--- config.mk ---
export PLATFORM = sky130hd
export DESIGN_NAME = temp_bcd_formatter
export DESIGN_NICKNAME = d
export VERILOG_FILES = /design/src/rtl/temp_bcd_formatter.sv
export SDC_FILE = /design/constraint.sdc
export NUM_CORES = 1
export LEC_CHECK = 0
export ABC_AREA = 1
export BUFFER_PORTS_ARGS = -buffer_cell sky130_fd_sc_hd__buf_2
export CORE_MARGIN = 3
export CORE_UTILIZATION = 45
export DETAILED_ROUTE_END_ITERATION = 10
export PLACE_DENSITY = 0.71
export SYNTH_ARGS = -nofsm -noshare
export SYNTH_HDL_FRONTEND = slang
export SYNTH_SLANG_ARGS = --single-unit
--- constraint.sdc ---
create_clock -name clk -period 7.24 [get_ports clk]
set_input_delay 0.362 -clock clk [delete_from_list [all_inputs] [get_ports clk]]
set_output_delay 0.362 -clock clk [all_outputs]
set_load 0.005 [all_outputs]
--- src/rtl/temp_bcd_formatter.sv ---
// Signed 13-bit ADT7420 temperature to packed sign/BCD display word.
// Iterative double-dabble: integer part then fraction, fixed 25-cycle latency.
module temp_bcd_formatter #(
  parameter logic [3:0] SIGN_POS = 4'h0,
  parameter logic [3:0] SIGN_NEG = 4'hF
) (
  input  logic        clk,
  input  logic        rst_n,
  input  logic        start,
  input  logic [12:0] temp_raw,
  output logic        busy,
  output logic        valid,
  output logic [31:0] data,
  output logic        disp_en
);

  typedef enum logic [2:0] {
    IDLE,
    PREP,
    CONV_INT,
    CONV_FRAC,
    DONE
  } state_t;

  state_t      state_q;
  logic [12:0] temp_q;
  logic        sign_q;
  logic [8:0]  int_bin_q;
  logic [13:0] frac_bin_q;
  logic [11:0] int_bcd_q;
  logic [15:0] frac_bcd_q;
  logic [3:0]  cnt_q;

  logic [12:0] mag_d;
  logic [13:0] frac_bin_d;
  logic [11:0] int_adj;
  logic [15:0] frac_adj;
  logic [11:0] int_bcd_d;
  logic [15:0] frac_bcd_d;

  function automatic logic [3:0] dd_digit(input logic [3:0] d);
    return (d >= 4'd5) ? d + 4'd3 : d;
  endfunction

  always_comb begin
    // 13'h1000 negates to itself, which read as unsigned is the correct 4096
    mag_d      = sign_q ? (~temp_q + 13'd1) : temp_q;
    frac_bin_d = {10'd0, mag_d[3:0]} * 14'd625;
    int_adj    = {dd_digit(int_bcd_q[11:8]), dd_digit(int_bcd_q[7:4]),
                  dd_digit(int_bcd_q[3:0])};
    frac_adj   = {dd_digit(frac_bcd_q[15:12]), dd_digit(frac_bcd_q[11:8]),
                  dd_digit(frac_bcd_q[7:4]), dd_digit(frac_bcd_q[3:0])};
    int_bcd_d  = 12'({int_adj, int_bin_q[8]});
    frac_bcd_d = 16'({frac_adj, frac_bin_q[13]});
  end

  always_ff @(posedge clk) begin
    if (!rst_n) begin
      state_q    <= IDLE;
      temp_q     <= '0;
      sign_q     <= 1'b0;
      int_bin_q  <= '0;
      frac_bin_q <= '0;
      int_bcd_q  <= '0;
      frac_bcd_q <= '0;
      cnt_q      <= '0;
      busy       <= 1'b0;
      valid      <= 1'b0;
      data       <= '0;
      disp_en    <= 1'b0;
    end else begin
      valid <= 1'b0;
      case (state_q)
        IDLE: begin
          if (start) begin
            temp_q  <= temp_raw;
            sign_q  <= temp_raw[12];
            busy    <= 1'b1;
            state_q <= PREP;
          end
        end
        PREP: begin
          int_bin_q  <= mag_d[12:4];
          frac_bin_q <= frac_bin_d;
          int_bcd_q  <= '0;
          frac_bcd_q <= '0;
          cnt_q      <= 4'd8;
          state_q    <= CONV_INT;
        end
        CONV_INT: begin
          int_bcd_q <= int_bcd_d;
          int_bin_q <= {int_bin_q[7:0], 1'b0};
          if (cnt_q == 4'd0) begin
            cnt_q   <= 4'd13;
            state_q <= CONV_FRAC;
          end else begin
            cnt_q <= cnt_q - 4'd1;
          end
        end
        CONV_FRAC: begin
          frac_bcd_q <= frac_bcd_d;
          frac_bin_q <= {frac_bin_q[12:0], 1'b0};
          if (cnt_q == 4'd0) begin
            state_q <= DONE;
          end else begin
            cnt_q <= cnt_q - 4'd1;
          end
        end
        DONE: begin
          data    <= {sign_q ? SIGN_NEG : SIGN_POS, int_bcd_q, frac_bcd_q};
          valid   <= 1'b1;
          disp_en <= 1'b1;
          busy    <= 1'b0;
          state_q <= IDLE;
        end
        default: state_q <= IDLE;
      endcase
    end
  end

endmodule

==> impl_results.md <==
* Reg2Reg Setup Slack at 4180 ps
* Hold buffers post-CTS at 0
* Post-synthesis sequential area ratio at 40.9%
* Final Cycle Share at 42.3%
* H-tree Lvls at 3
* DR vias at 4418
* Combinational power share at 19.7%
* Top cell type's share of synthesized area at between 40% and 50%
* Post-Syn Nets at about 730
* Finish-stage setup viols at 0
* Fin. max-slew vios at 0
* RSZ-0062 raised after global routing: no
* Pwr per Cell Area at ~220 nW/um^2
* Post-DP HPWL at approximately 7300 um
* Hold Crit Depth at 3
* First-pass GRT wire length at 18100 um
* Worst skew pair latency at 370 ps
* Cell area after layout at 5510 um^2
* WL/cell at 12.0 um
* Fin. Hold Viols at 0
* Rel. slew slack at 44.3%
* MaxCap Viol Count at 0
* Port Buf Inserts at 50
* Crit path max-delay cell type: fa_1
* Psw at 384 uW
* First-pass iteration count of the detailed router at 4
* Gr usage total at 16.9%
* Final WL at 10300 um
* Leak pwr at about 0.0024 uW
* Pint at 852 uW
* Post-Synthesis Cells at 687
* Num Clock Sinks at 103
* Remaining Overflow, GRT at 0
* Switching share of power at 31.0%
* CTS Buf Count at 9
* CP max stage delay at 470 ps
* Setup bufs post-CTS at 0
* Die X at 112 um
* Die area at 12500 um^2
* Largest net degree at the start of global routing at 60
* Crit path DAT at 3300 ps
* Hold worst-path end: temp_q[6]
* Clock-pin transition on the worst setup and hold timing paths at 90 ps
* Synth Cell Area at a little over 5000 um^2
* Final GP Congestion at 0.867
* Vias in the first global route at 4149
* ANT nets after route at 0
* Library cells used by synthesis at 32
* Reg2reg end: frac_bin_q[12]
* F_max at 327 MHz
* R2r startpoint: temp_q[0]
* Die height at 112 um
* IO Pins at 51
* Crit path launch type: register
* Most common flop cell mapped by yosys: dfxtp_1
* Worst Setup Path Type: register to register
* Setup TNS at 0 ps
* Fill count at 1058
* PostCTS Resize Cnt at 0
* Worst VDD drop at between 0.1 and 0.15 mV
* Remaining DRCs at 0
* Clock Tree Root: clkbuf_8
* Outcome: finished clean
* Most used cell, CP: nand2_1
* Async set or reset register ratio after synthesis at 0%
* Yosys Warn Count at 0
* Area of the core at ~11000 um^2
* Layout area overhead at 9.44%
* Top cells by area, synth: dfxtp_1 41%, nand2_1 10%, a21oi_1 9.1%, ha_1 7.0%, o21ai_0 6.3%
* CTS Buffer Depth at 2
* R2r worst-path depth at 19
* Worst Min Path Start: temp_raw[6]
* Row count at 38
* CTS tree: built
* Share of cells above drive strength 1 at 13.2%
* Starting DRC count in detailed routing at 231
* Antenna diodes at 0
* Syn_area_per_cell at 7.33 um^2
* Initial core utilization at 46.3%
* Crit Path Max Fanout at 6
* Nets at 762
* Commonest cells in the netlist: 139 x nand2_1, 103 x dfxtp_1, 92 x a21oi_1, 72 x inv_1, 63 x o21ai_0
* Setup Skew at about 15 ps
* Initial antenna violation count at 0
* Post-synth EDFFs at 0
* Hold Crit Class: primary input to register
* Min cycle time layout at 3060 ps
* Delay-heaviest family, CP: adder cells
* CP Cell Sequence: inv_1 -> ha_1 -> inv_1 -> nand3_1 -> nand2_2 -> inv_2 -> nand2_1 -> nand2_1 -> ha_1 -> ha_1 -> fa_1 -> nand3_1 -> nand2_1 -> nand2_1 -> nand2_1 -> nand2_1 -> nand2_1 -> nand2_1 -> a21oi_1
* Crit. End Element: register
* Slew @ Worst Pin at around 830 ps
* Most common cell in the netlist: nand2_1
* Flop pwr share at 50.1%
* Buffers & Inverters on Critical Path at 3
* #FFs+latches synth at between 100 and 150
* Critical Path RT at ~7500 ps
* Via-to-Cell Ratio at a little over 5
* Clk network pwr share at 30.1%
* Placed cell areas at 5310 um^2
* Yosys top cell by area: dfxtp_1
[cell families (layout without fill, tap and decap cells)]
family | Yosys count | count (layout) | share of synthesized area (%)
and+or+nand+nor | 239 | 239 | 20.6
AOI/OAI and AO/OA | 192 | 192 | 20.1
buffers and inverters | 116 | 151 | 9.59
DFF | 103 | 103 | 40.9
adders and majority gates | 29 | 29 | 7.35
xor gates and xnor gates | 8 | 8 | 1.39
[sequential cells by signal, summed over array words and instances (netlist names)]
register	cells
disp_en	1
int_bin_q	9
valid	1
cnt_q	4
frac_bcd_q	16
busy	1
int_bcd_q	12
state_q	3
data	29
frac_bin_q	14
temp_q	13
[worst reg2reg max path, stage by stage (launching register included)]
cell and delay, ps:
dfxtp_1 410, inv_1 100, ha_1 210, inv_1 90
nand3_1 90, nand2_2 150, inv_2 50, nand2_1 90
nand2_1 90, ha_1 280, ha_1 340, fa_1 470
nand3_1 110, nand2_1 90, nand2_1 60, nand2_1 70
nand2_1 60, nand2_1 50, nand2_1 60, a21oi_1 60
[how the worst max path moves through the flow]
| stage | start | endpoint | slack [ps] | cells after the start |
|---|---|---|---|---|
| 3_5_place_dp | temp_q[0] | frac_bin_q[12] | 4180 | 19 |
| 4_1_cts | temp_q[0] | frac_bin_q[12] | 4180 | 19 |
| 2_1_floorplan | temp_q[0] | frac_bin_q[12] | 4490 | 19 |
| 5_1_grt | temp_q[0] | frac_bin_q[12] | 3930 | 19 |
| 3_3_place_gp | temp_q[0] | frac_bin_q[12] | 4310 | 19 |
| 6_report | temp_q[0] | frac_bin_q[12] | 4180 | 19 |
[area by class of cell]
type                            count  area (um^2)  share of cell area (%)
Sequential cell                   103         2060                    37.4
Inverter                           84          318                    5.76
Clock buffer                       11          141                    2.56
Multi-Input combinational cell    468         2490                    45.2
Tap cell                          140          175                    3.18
Timing Repair Buffer               51          258                    4.68
Clock inverter                      5         66.3                    1.20
[layout by cell type (no fill, tap or decap), drive strengths merged, types with 3 or more instances in the layout]
cell / instances
a21oi: 92
a22oi: 6
a31oi: 10
buf: 51
clkbuf: 11
clkinv: 4
dfxtp: 103
ha: 28
inv: 83
nand2: 145
nand3: 44
nand4: 8
nor2: 35
o211ai: 3
o21ai: 77
o22ai: 3
or2: 5
xor2: 8
[per-layer routing]
metal / part of all wire (%) / vias up / wire (um) / GRT usage [%]
met3: 4.3 / 11 / 444 / 3.91
met4: 1.1 / 0 / 118 / 6.00
met1: 49 / 2009 / 5050 / 22.4
met5: 0 / - / 0 / 0
met2: 46 / 79 / 4700 / 27.1
li1: - / 2319 / - / -
[power by group through the flow]
stage / Clock, uW / Sequential (uW) / Combinational, uW
6_report: 373 / 620 / 244
5_1_grt: 403 / 625 / 281
4_1_cts: 384 / 620 / 246
3_5_place_dp: 0 / 632 / 244
3_3_place_gp: 0 / 631 / 238
2_1_floorplan: 0 / 627 / 201
[metrics by stage]
step | total power, uW | setup WS [ps] | hold WS (ps) | std cells | util, %
after floorplan | 828 | 4490 | 439 | 687 | -
after global placement | 869 | 4310 | 444 | 846 | 48.7
after detailed placement | 877 | 4180 | 456 | 846 | 48.7
after CTS | 1250 | 4180 | 256 | 862 | 50.6
after global routing | 1310 | 3930 | 292 | 862 | 50.6
final | 1240 | 4180 | 272 | 862 | 50.6
Note: power is estimated with default switching activity, not from simulation.
